**src/rtl/video_pkg.sv**
```systemverilog
// video_pkg: shared widths, tracker states and the sync edge-detect helper.
package video_pkg;
   localparam int POS_W   = 11;
   localparam int POS_MAX = 2047;
   typedef enum logic {WAIT_VS, RUN} state_t;
   function automatic logic edge_of(input logic cur, input logic prev, input logic rising);
      return rising ? (cur & ~prev) : (~cur & prev);
   endfunction
endpackage

```
**src/rtl/vid_edge_det.sv**
```systemverilog
// vid_edge_det: registers a sync and flags its selected edge against the registered copy.
module vid_edge_det
   import video_pkg::*;
#(
   parameter bit RISING = 1'b1
) (
   input  logic clk,
   input  logic rst,
   input  logic d,
   output logic q,
   output logic ed
);
   always_ff @(posedge clk)
      q <= rst ? 1'b0 : d;
   assign ed = edge_of(d, q, RISING);
endmodule

```
**src/rtl/video_pos_tracker.sv**
```systemverilog
// video_pos_tracker: 1-cycle stream delay with pixel coordinates, frame-size measurement and lock.
// Define VIDEO_POS_TRACKER_STATS_EN to add the frame_cnt/err_cnt statistics ports.
module video_pos_tracker
   import video_pkg::*;
#(
   parameter int SCREEN_WIDTH     = 1920,
   parameter int SCREEN_HEIGHT    = 1080,
   parameter int PIXEL_DATA_WIDTH = 16,
   parameter bit VS_ACTIVE_HIGH   = 1'b1
) (
   input  logic                        clk,
   input  logic                        rst,
   input  logic                        vs_in,
   input  logic                        hs_in,
   input  logic                        de_in,
   input  logic [PIXEL_DATA_WIDTH-1:0] rgb_in,
   output logic                        vs_out,
   output logic                        hs_out,
   output logic                        de_out,
   output logic [PIXEL_DATA_WIDTH-1:0] rgb_out,
   output logic [POS_W-1:0]            pos_x,
   output logic [POS_W-1:0]            pos_y,
   output logic                        locked,
   output logic [POS_W-1:0]            meas_width,
   output logic [POS_W-1:0]            meas_height,
   output logic                        meas_valid,
   output logic                        fmt_err
`ifdef VIDEO_POS_TRACKER_STATS_EN
   ,
   output logic [15:0]                 frame_cnt,
   output logic [15:0]                 err_cnt
`endif
);
   state_t state, state_n;
   logic fs, de_fall, run, x_sat, y_sat, len_bad, frame_err, line_err;
   logic [POS_W-1:0] x, y, ref_len, x_inc;

   vid_edge_det #(.RISING(VS_ACTIVE_HIGH)) u_vs (.clk(clk), .rst(rst), .d(vs_in), .q(vs_out), .ed(fs));
   vid_edge_det #(.RISING(1'b0))           u_de (.clk(clk), .rst(rst), .d(de_in), .q(de_out), .ed(de_fall));

   always_ff @(posedge clk)
      state <= rst ? WAIT_VS : state_n;

   always_comb begin
      state_n = state;
      if (fs) state_n = RUN;
   end

   assign run       = (state == RUN);
   assign x_sat     = (x == POS_W'(POS_MAX));
   assign y_sat     = (y == POS_W'(POS_MAX));
   assign x_inc     = x_sat ? x : x + 1'b1;
   assign len_bad   = (y != '0) && (x != ref_len);
   assign frame_err = (ref_len != POS_W'(SCREEN_WIDTH)) | (y != POS_W'(SCREEN_HEIGHT)) | line_err;

   // fs outranks a coincident pixel or line end: that pixel becomes (0,0) of the new frame
   always_ff @(posedge clk) begin
      if (rst) begin
         hs_out      <= 1'b0;
         rgb_out     <= '0;
         pos_x       <= '0;
         pos_y       <= '0;
         locked      <= 1'b0;
         meas_width  <= '0;
         meas_height <= '0;
         meas_valid  <= 1'b0;
         fmt_err     <= 1'b0;
         x           <= '0;
         y           <= '0;
         ref_len     <= '0;
         line_err    <= 1'b0;
      end else begin
         hs_out     <= hs_in;
         rgb_out    <= rgb_in;
         meas_valid <= 1'b0;
         pos_x      <= '0;
         pos_y      <= '0;
         if (fs) begin
            x        <= POS_W'(de_in);
            y        <= '0;
            ref_len  <= '0;
            line_err <= 1'b0;
            if (run) begin
               fmt_err <= frame_err;
               locked  <= ~frame_err & (y != '0);
               if (y != '0) begin
                  meas_width  <= ref_len;
                  meas_height <= y;
                  meas_valid  <= 1'b1;
               end
            end
         end else if (run) begin
            if (de_in) begin
               pos_x <= x;
               pos_y <= y;
               x     <= x_inc;
               if (x_sat) begin
                  line_err <= 1'b1;
                  fmt_err  <= 1'b1;
               end
            end else if (de_fall) begin
               x <= '0;
               y <= y_sat ? y : y + 1'b1;
               if (y == '0) ref_len <= x;
               if (len_bad || y_sat) begin
                  line_err <= 1'b1;
                  fmt_err  <= 1'b1;
               end
            end
         end
      end
   end

`ifdef VIDEO_POS_TRACKER_STATS_EN
   always_ff @(posedge clk) begin
      if (rst) begin
         frame_cnt <= '0;
         err_cnt   <= '0;
      end else if (fs && run) begin
         frame_cnt <= frame_cnt + 1'b1;
         if (frame_err && err_cnt != 16'hFFFF) err_cnt <= err_cnt + 1'b1;
      end
   end
`endif
endmodule
```
**config.mk**
```make
export PLATFORM = sky130hd
export DESIGN_NAME = video_pos_tracker
export DESIGN_NICKNAME = d
export VERILOG_FILES = /design/src/rtl/video_pkg.sv /design/src/rtl/vid_edge_det.sv /design/src/rtl/video_pos_tracker.sv
export SDC_FILE = /design/constraint.sdc
export NUM_CORES = 1
export LEC_CHECK = 0
export ABC_CLOCK_PERIOD_IN_PS = 1700
export BUFFER_PORTS_ARGS = -buffer_cell sky130_fd_sc_hd__buf_4
export CAP_MARGIN = 40
export CORE_ASPECT_RATIO = 1.1
export CORE_MARGIN = 5
export CORE_UTILIZATION = 30
export DETAILED_ROUTE_END_ITERATION = 10
export GPL_ROUTABILITY_DRIVEN = 1
export PLACE_DENSITY = 0.54
export SETUP_SLACK_MARGIN = 0.3
export SLEW_MARGIN = 20
export SYNTH_ARGS = -nofsm -noshare
export SYNTH_HDL_FRONTEND = slang
export SYNTH_SLANG_ARGS = --single-unit
```
**constraint.sdc**
```tcl
create_clock -name clk -period 1.7 [get_ports clk]
set_clock_uncertainty 0.1 [all_clocks]
set_input_delay 0 -clock clk [delete_from_list [all_inputs] [get_ports clk]]
set_output_delay 0 -clock clk [all_outputs]
set_load 0.1 [all_outputs]
```
# After elaboration in Yosys (flattened, before gate mapping)
# Cells that the tools add are included.
# W data, S select, Z words.
[totals] reg_bits=101 in_bits=21 output_inout_bits=66 word_cells=72
[op_classes] add_sub_neg=2 n_eq_ne=9 muxes=13 bitwise=11 n_reduce_logical=20
[op_table] cell="$mux W11" n=3
[op_table] cell="$add A11 B1 Y11 const B" n=2
[op_table] cell="$eq A11 B11 Y1 const B" n=2
[op_table] cell="$ne A11 B11 Y1 const B" n=2
[op_table] cell="$reduce_and A4 Y1" n=4
[op_table] cell="$logic_not A11 Y1" n=1
[op_table] cell="$ne A11 B11 Y1" n=1
[op_table] cell="$reduce_bool A11 Y1" n=1
[op_table] cell="$mux W1" n=10
[op_table] cell="$reduce_and A3 Y1" n=3
[op_table] cell="$not A1 Y1" n=6
[op_table] cell="$reduce_bool A2 Y1" n=3
[op_table] cell="$reduce_bool A3 Y1" n=2
[op_table] cell="$reduce_or A4 Y1" n=1
[op_table] cell="$and A1 B1 Y1" n=3
[op_table] cell="$ne A3 B1 Y1 const B" n=1
[op_table] cell="$ne A3 B3 Y1 const B" n=1
[op_table] cell="$reduce_or A3 Y1" n=1
[op_table] cell="$ne A2 B1 Y1 const B" n=1
[op_table] cell="$ne A2 B2 Y1 const B" n=1
[op_table] cell="$or A1 B1 Y1" n=2
[op_table] cell="$reduce_and A2 Y1" n=1
[op_table] cell="$reduce_or A2 Y1" n=1
[op_table] cell="$logic_and A1 B1 Y1" n=1
[op_table] cell="$logic_or A1 B1 Y1" n=1

# Longest topological paths before layout
# Gate-level depths: netlist of run 1.
[depth] depth_word=8 mapped_depth=9 ltp_nobuf=7

# Modules after synthesis
# A second synthesis of run 1 with hierarchy kept.
[hier_totals] hier_cells=389 hier_area_um2=3776.1
[by_module_without_submodules] mod="video_pos_tracker" n_inst=1 cells_per_inst=383 area_per_inst_um2=3693.5 seq_area_each_um2=1981.9
[by_module_without_submodules] mod="vid_edge_det at u_vs" n_inst=1 cells_per_inst=3 area_per_inst_um2=47.5 seq_area_each_um2=20.0
[by_module_without_submodules] mod="vid_edge_det at u_de" n_inst=1 cells_per_inst=3 area_per_inst_um2=35.0 seq_area_each_um2=20.0

# Worst setup path after synthesis of run 1
# OpenSTA, ideal clock, no wires.
[synth_path] kind="reg2reg" from="reg u_vs.q" to="reg y[5]" setup_ps=59 arrival_time_ps=2077 t_required_ps=1541 slack_ps=-537 path_stages_with_launch=7 n_path_buf=2 synth_period_minus_slack_ps=2237 cell_sequence="dfxtp_1 -> nor2b_1 -> buf_2 -> or2_0 -> buf_2 -> or4_1 -> nand2_1"
[synth_via] elab_chain_len=3
[synth_rtl] item="start, declared" line="vid_edge_det.sv:10" source="output logic q,"
[synth_rtl] item="start signal, assigned" line="vid_edge_det.sv:14" source="q <= rst ? 1'b0 : d;"
[synth_rtl] item="$not A1 Y1" line="video_pkg.sv:7" source="return rising ? (cur & ~prev) : (~cur & prev);"
[synth_rtl] item="$and A1 B1 Y1" line="video_pkg.sv:7"
[synth_rtl] item="$reduce_or A2 Y1 (no source line)"
[synth_rtl] item="end signal, assigned" line="video_pos_tracker.sv:103" source="y <= y_sat ? y : y + 1'b1;"
[synth_rtl] item="end, declared" line="video_pos_tracker.sv:36" source="logic [POS_W-1:0] x, y, ref_len, x_inc;"
# Every way passes these cells.
# A chain may end at the register's enable or synchronous reset.

# Worst setup path in the final report of run 1
[layout_path] from="reg y[1]" to="reg line_err"
[layout_via] elab_chain_len=5 word_cells_on_any_way=6
[layout_rtl] item="$reduce_bool A11 Y1" line="video_pos_tracker.sv:53" source="assign len_bad = (y != '0) && (x != ref_len);"
[layout_rtl] item="$logic_and A1 B1 Y1" line="video_pos_tracker.sv:53"
[layout_rtl] item="$logic_or A1 B1 Y1 *" line="video_pos_tracker.sv:105" source="if (len_bad || y_sat) begin"
[layout_rtl] item="$reduce_bool A2 Y1 (no source line) *"
[layout_rtl] item="$reduce_and A4 Y1 (no source line) *"
[layout_rtl] item="end signal, assigned" line="video_pos_tracker.sv:71" source="line_err <= 1'b0;"
[layout_rtl] item="end signal, assigned" line="video_pos_tracker.sv:98" source="line_err <= 1'b1;"
[layout_rtl] item="end signal, assigned" line="video_pos_tracker.sv:106" source="line_err <= 1'b1;"
[layout_rtl] item="end, declared" line="video_pos_tracker.sv:35" source="logic fs, de_fall, run, x_sat, y_sat, len_bad, frame_err, line_err;"
# Mark *: on every way between the ends. The rest lies on a longest branch, timed or not.

==> results_dict.tcl, run 1 <==
set metrics [dict create \
    cpMaxStageDelayCell "dfxtp_2" \
    chipWidth_um 117.4 \
    diodes 0 \
    syn_inst 388 \
    nets 567 \
    via_per_inst 4.468 \
    synth_cell_types 41 \
    synth_edf_count 0 \
    place.gp.congestion 0.8202 \
    pwr-share-clk 0.422 \
    period_share 1.011 \
    clock_latency_ns 0.34 \
    path_max_fanout 4 \
    syn_nets 412 \
    synth_seq_cells 101 \
    dp_hpwl_um 7127 \
    synth_top_area_frac 0.5314 \
    worst_pin_slew_ns 0.4954 \
    r2r-start "y[1]" \
    peakVddDrop_mv 0.5678 \
    grt_pass1_wl_um 16800 \
    initial_core_util 0.3035 \
    hp-start "de_in" \
    first_pass_iters 4 \
    io_pins 87 \
    rr_worst_depth 8 \
    drtIter0Drc 178 \
    vias 3150 \
    synthFlopType "dfxtp_1" \
    yosys_warnings 0 \
    syn2layout_area_growth_pct 56.36 \
    fillers 1206 \
    slowest_delay_ns 0.34 \
    place_ws_ns -0.1147 \
    p_comb_frac 0.094 \
    start_kind "flip-flop" \
    core.rowCount 43 \
    clock_tree.buffer_depth 2 \
    path_delay_family "simple AND/OR/NAND/NOR gates" \
    endpoint_kind "flip-flop" \
    post-synth-top-count-cell "dfxtp_1" \
    synth.cell_area_mm2 0.003805 \
    cp.depth 8 \
    hold_depth 4 \
    p_switching_mw 1.169 \
    power_density_mw_per_mm2 837.0 \
    rrSetupSlack_ns -0.02 \
    die_y_um 128.1 \
    cts_tree "built" \
    ys_top_cells_by_area "dfxtp_1 (53%), mux2i_1 (7.6%), nor2_1 (5.2%)" \
    clkSinkCount 101 \
    rsz0062_at_grt "yes" \
    yosysTopAreaCell "dfxtp_1" \
    p_leak_nw 2.583 \
    antenna_found_initial 0 \
    cts_max_level 3 \
    numCtsBuffers 9 \
    max_freq_mhz 582.0 \
    hold_ws_ns 0.04492 \
    slew_violations 0 \
    async_reset_ff_frac 0 \
    path_class "reg -> reg" \
    port_buffers 86 \
    drc 0 \
    outcome "finished, violations left" \
    ant_nets 0 \
    crit_start "y[1]" \
    timing.final.ws_setup_ns -0.01826 \
    hold_viol 0 \
    swShare 0.2347 \
    cts_root_buf "clkbuf_16" \
    track_usage 0.1379 \
    relSlewSlack 0.6697 \
    critPathMostFrequentCell "buf_4" \
    grt_pass1_vias 3323 \
    failed_checks "setup timing" \
    grt_overflow_total 0 \
    clk_pin_slew_worst_paths_ns 0.07 \
    cp.required_ns 1.85 \
    seq_area_frac_synth 0.5314 \
    grt_start_max_net_pins 45 \
    cp.arrival_ns 1.87 \
    yosys-top-cells-count "dfxtp_1 (101), nor2_1 (53), mux2i_1 (29), and2_1 (24), nor2b_1 (20)" \
    dieArea_mm2 0.01504 \
    syn_avg_cell_area_um2 9.806 \
    routed_wl_um 10230 \
    drive_above_1_share 0.4215 \
    drv_cap 0 \
    crit_buf_inv 3 \
    crit_chain "buf_4, ha_4, and4_4, nand4_1, buf_4, buf_6, and3_4, o41ai_2" \
    p_int_mw 3.811 \
    wire_per_inst_um 14.51 \
    pwr-share-seq 0.484 \
    fin_util 0.4746 \
    finalCriticalPeriod_ns 1.718 \
    finalSetupViolCount 5 \
    hold_class "in -> reg" \
    core-area_mm2 0.01254 \
]
==> routing by layer <==
layer	vias up	wire (µm)	GRT usage
met5	-	0	0
met4	0	181	0.05392
met3	10	571	0.04104
met2	74	4983	0.2344
met1	1460	4497	0.1637
li1	1606	-	-
==> cells in the final DEF (no fill, tap or decap), types with 6 or more instances in the layout <==
cell	count
buf_4	135
dfxtp_1	83
nor2_1	52
mux2i_1	27
and2_1	24
dlygate4sd3_1	21
nor2b_1	18
xor2_1	17
nand2_1	14
dfxtp_2	13
nand4_1	12
clkbuf_16	10
a21oi_1	9
nor3_4	9
buf_6	8
xnor2_1	6
==> final timing paths <==
kind	end
worst max register to register	line_err
worst min-delay path	x[1]
worst min register to register	meas_height[10]
worst max-delay path	line_err
==> flip-flops by register name, indices dropped and copies added, names as in the netlist, 11 cells and up <==
register	cells
pos_x	11
meas_height	11
y	11
pos_y	11
ref_len	11
x	11
rgb_out	16
meas_width	11
==> final cells by class <==
class	instances	area, µm²	share of cell area
Clock buffer	13	270.3	0.04543
Multi-Input combinational cell	257	1946	0.3270
Tap cell	157	196.4	0.03302
Clock inverter	3	42.54	0.007150
Sequential cell	101	2057	0.3457
Inverter	5	18.77	0.003155
Timing Repair Buffer	169	1419	0.2385
==> worst min-delay path: cells and delay by family <==
kind / cells / cell delay (ns)
buffers and inverters: 1 / 0.12
AOI/OAI and AO/OA: 2 / 0.22
and+or+nand+nor: 1 / 0.10
==> power by group through the flow <==
stage	Clock (mW)	Sequential (mW)	Combinational, mW
final	2.10	2.41	0.470
after global routing	2.26	2.41	0.494
after CTS	2.16	2.41	0.461
after detailed placement	0	2.47	0.405
after global placement	0	2.47	0.403
after floorplan	0	2.65	0.0984
==> through the flow <==
step                cells  setup TNS [ns]  power, mW  cell area (µm²)
finish                705        -0.02895      4.980             5949
detailed placement    651          -1.531      2.873             4995
global route          705          -2.496      5.165             5949
global placement      651         -0.7499      2.869             4995
floorplan             388         -0.3044      2.748             3936
CTS                   702         -0.7448      5.036             5813
==> what timing repair did <==
action,CTS,global route
gates resized for setup,47,26
gates cloned,1,0
setup endpoints to repair,81,81
setup buffers,13,3
pin swaps,35,21
hold endpoints to repair,21,0
hold buffers,21,0
==> cells by family (layout without fill, tap and decap cells) <==
kind of cell / count (synthesis) / after routing / synth area share
AND/OR/NAND/NOR: 172 / 172 / 0.2410
flip-flops: 101 / 101 / 0.5314
buffers and inverters: 30 / 190 / 0.03946
multiplexers: 29 / 29 / 0.07629
AO/OA/AOI/OAI: 28 / 28 / 0.04440
XOR/XNOR: 25 / 25 / 0.05755
adder cells (fa/ha/maj): 3 / 3 / 0.009866
No activity file was read; power rests on OpenSTA's default activity.
==> run 2: changes to the inputs <==
--- a/config.mk
+++ b/config.mk
@@ -5,7 +5,8 @@
 export SDC_FILE = /design/constraint.sdc
 export NUM_CORES = 1
 export LEC_CHECK = 0
-export ABC_CLOCK_PERIOD_IN_PS = 1700
+export ABC_AREA = 1
+export ABC_CLOCK_PERIOD_IN_PS = 2000
 export BUFFER_PORTS_ARGS = -buffer_cell sky130_fd_sc_hd__buf_4
 export CAP_MARGIN = 40
 export CORE_ASPECT_RATIO = 1.1
@@ -13,8 +14,9 @@
 export CORE_UTILIZATION = 30
 export DETAILED_ROUTE_END_ITERATION = 10
 export GPL_ROUTABILITY_DRIVEN = 1
-export PLACE_DENSITY = 0.54
+export PLACE_DENSITY = 0.53
 export SETUP_SLACK_MARGIN = 0.3
+export SKIP_LAST_GASP = 1
 export SLEW_MARGIN = 20
 export SYNTH_ARGS = -nofsm -noshare
 export SYNTH_HDL_FRONTEND = slang
==> constraint.sdc (replaced) <==
create_clock -name clk -period 2 [get_ports clk]
set_clock_uncertainty 0.1 [all_clocks]
set_input_delay 0 -clock clk [delete_from_list [all_inputs] [get_ports clk]]
set_output_delay 0 -clock clk [all_outputs]
set_load 0.1 [all_outputs]
==> results_dict.tcl, run 2 <==
set metrics [dict create \
    outcome "completed" \
    peakVddDrop_mv 0.3148 \
    path_class "reg -> reg" \
    via_per_inst 4.535 \
    rsz0062_at_grt "yes" \
    port_buffers 86 \
    power_density_mw_per_mm2 751.7 \
    pwr-share-clk 0.398 \
    r2r-start "x[1]" \
    syn_inst 468 \
    rr_worst_depth 9 \
    synth-adder-area-share 0.01003 \
    p_leak_nw 2.493 \
    synthFlopType "dfxtp_1" \
    cts_max_level 3 \
    slowest_delay_ns 0.38 \
    synth-simple-area-share 0.2046 \
    chipWidth_um 116.5 \
    finalCriticalPeriod_ns 1.665 \
    first_pass_iters 4 \
    swShare 0.2617 \
    seq_area_frac_synth 0.5403 \
    hp-start "line_err" \
    hold_viol 0 \
    rrSetupSlack_ns 0.34 \
    synth.cell_area_mm2 0.003742 \
    ys_top_cells_by_area "dfxtp_1 (54%), a21oi_1 (7.0%), nand2_1 (6.1%)" \
    routed_wl_um 10810 \
    drive_above_1_share 0.3274 \
    layout_common_cells "buf_4 (109), dfxtp_1 (89), nor2_1 (56), nand2_1 (55), a21oi_1 (50)" \
    syn_avg_cell_area_um2 7.996 \
    fillers 1172 \
    final_common_cell "buf_4" \
    dp_hpwl_um 7264 \
    vias 3510 \
    clkSinkCount 101 \
    track_usage 0.1425 \
    start_kind "flip-flop" \
    yosys-top-cells-count "dfxtp_1 (101), nand2_1 (61), nor2_1 (57), a21oi_1 (52), inv_1 (52)" \
    io_pins 87 \
    drc 0 \
    place_ws_ns 0.03161 \
    p_int_mw 3.110 \
    synth-xor-area-share 0.01638 \
    grt_start_max_net_pins 43 \
    cts_root_buf "clkbuf_16" \
    async_reset_ff_frac 0 \
    p_switching_mw 1.102 \
    numCtsBuffers 9 \
    cpMaxStageDelayCell "dfxtp_4" \
    grt_pass1_vias 3389 \
    path_max_fanout 4 \
    worst_pin_slew_ns 0.3749 \
    fin_setup_tns_ns 0 \
    endpoint_kind "flip-flop" \
    ant_nets 0 \
    clock_tree.buffer_depth 2 \
    drv_cap 0 \
    synthMuxAreaShare 0 \
    synth_cell_types 29 \
    synth_top_family_by_area "simple AND/OR/NAND/NOR gates" \
    finalSetupViolCount 0 \
    p_comb_frac 0.114 \
    max_freq_mhz 600.6 \
    cp.arrival_ns 1.84 \
    clk_pin_slew_worst_paths_ns 0.07 \
    synth_top_area_frac 0.5403 \
    hold_depth 2 \
    pwr-share-seq 0.488 \
    critPathMostFrequentCell "nand3_1" \
    synth_edf_count 0 \
    die_y_um 127.1 \
    min_to "line_err" \
    drtIter0Drc 143 \
    wire_per_inst_um 13.97 \
    synth_compound_area_frac 0.1377 \
    cp.required_ns 2.18 \
    reg2reg_to "fmt_err" \
    period_share 0.8325 \
    nets 640 \
    antenna_found_initial 0 \
    yosys_warnings 0 \
    core-area_mm2 0.01214 \
    initial_core_util 0.3083 \
    largest-register "rgb_out" \
    yosysTopAreaCell "dfxtp_1" \
    crit_chain "ha_4, nand2_4, inv_2, nand4_1, nor3_2, nand3_1, nand3_1, nand3_2, a21oi_2" \
    largest_reg_flops 16 \
    hold_class "reg -> reg" \
    syn_nets 492 \
    syn2layout_area_growth_pct 49.75 \
    post-synth-top-count-cell "dfxtp_1" \
    synth_seq_cells 101 \
    timing.final.ws_setup_ns 0.3350 \
    grt_pass1_wl_um 16590 \
    relSlewSlack 0.7498 \
    core.rowCount 42 \
    slew_violations 0 \
    place.gp.congestion 0.8233 \
    diodes 0 \
    grt_overflow_total 0 \
    dieArea_mm2 0.01481 \
    clock_latency_ns 0.35 \
    cts_tree "built" \
]
[run 2: cell count changes in the layout (fill, tap and decap cells not counted), moves of 23 or more]
cell     delta
o21ai_1    +32
and2_1     -23
nand2_1    +41
mux2i_1    -27
a21oi_1    +41
buf_4      -26
inv_1      +44
[run 2: how the worst max path moves through the flow]
stage           start       endpoint  slack [ns]  depth (start not counted)
6_report         x[1]        fmt_err        0.34                          9
4_1_cts          x[6]           x[5]        0.30                          8
5_1_grt          y[1]           y[9]        0.21                         11
3_3_place_gp     y[0]           y[8]        0.12                         11
2_1_floorplan  u_vs.q           x[5]        0.30                          6
3_5_place_dp     y[0]  meas_width[3]        0.03                          9
[run 2: timing repair]
item,4_1_cts,5_1_grt
hold buffers,38,0
gates cloned,0,2
pin swaps,7,14
setup endpoints to repair,39,53
setup buffers,8,8
gates resized for setup,21,44
endpoints found under the hold margin,26,0
[run 2: layer usage]
layer	vias up	global-route usage	wire, µm
li1	1794	-	-
met1	1624	0.1702	4531
met2	80	0.2458	5599
met3	12	0.03406	520
met4	0	0.05324	158
met5	-	0	0
[run 2: critical path: cells and delay by family, from the launching register on]
kind / cells / cell delay, ns
adders and majority gates: 1 / 0.16
DFF: 1 / 0.38
AOI/OAI and AO/OA: 1 / 0.13
and+or+nand+nor: 6 / 0.76
buffers and inverters: 1 / 0.06
[run 2: power by group through the flow]
stage / sequential (mW) / combinational, mW / clock [mW]
3_3_place_gp: 2.10 / 0.399 / 0
3_5_place_dp: 2.10 / 0.402 / 0
6_report: 2.05 / 0.482 / 1.68
2_1_floorplan: 2.28 / 0.110 / 0
4_1_cts: 2.06 / 0.465 / 1.72
5_1_grt: 2.06 / 0.510 / 1.79
[run 2: stage by stage]
stage                     std cells  utilization  instance area (µm²)  hold slack, ns  power (mW)
final                           774       0.4617                 5604          0.3513       4.213
after global routing            774       0.4617                 5604          0.3946       4.362
after CTS                       764       0.4432                 5380          0.3560       4.242
after detailed placement        703       0.3785                 4594          0.1094       2.506
after global placement          703       0.3785                 4594         0.09980       2.502
after floorplan                 468            -                 3747        0.006967       2.391
[run 2: area by class of cell]
class,instances,area (µm²),share of cell area
clock buffers,10,250.2,0.04465
repair buffers,151,1244,0.2219
repair inverters,2,17.52,0.003126
flip-flops and latches,101,2052,0.3662
multi-input cells,280,1529,0.2728
inverters,71,284.0,0.05068
well taps,154,192.7,0.03438
clock inverters,5,35.03,0.006251
[run 2: logic make-up after synthesis]
kind of cell	Yosys count
flops	101
simple gates	168
buf+inv	87
xor+xnor	7
fa+ha+maj	3
compound gates	102
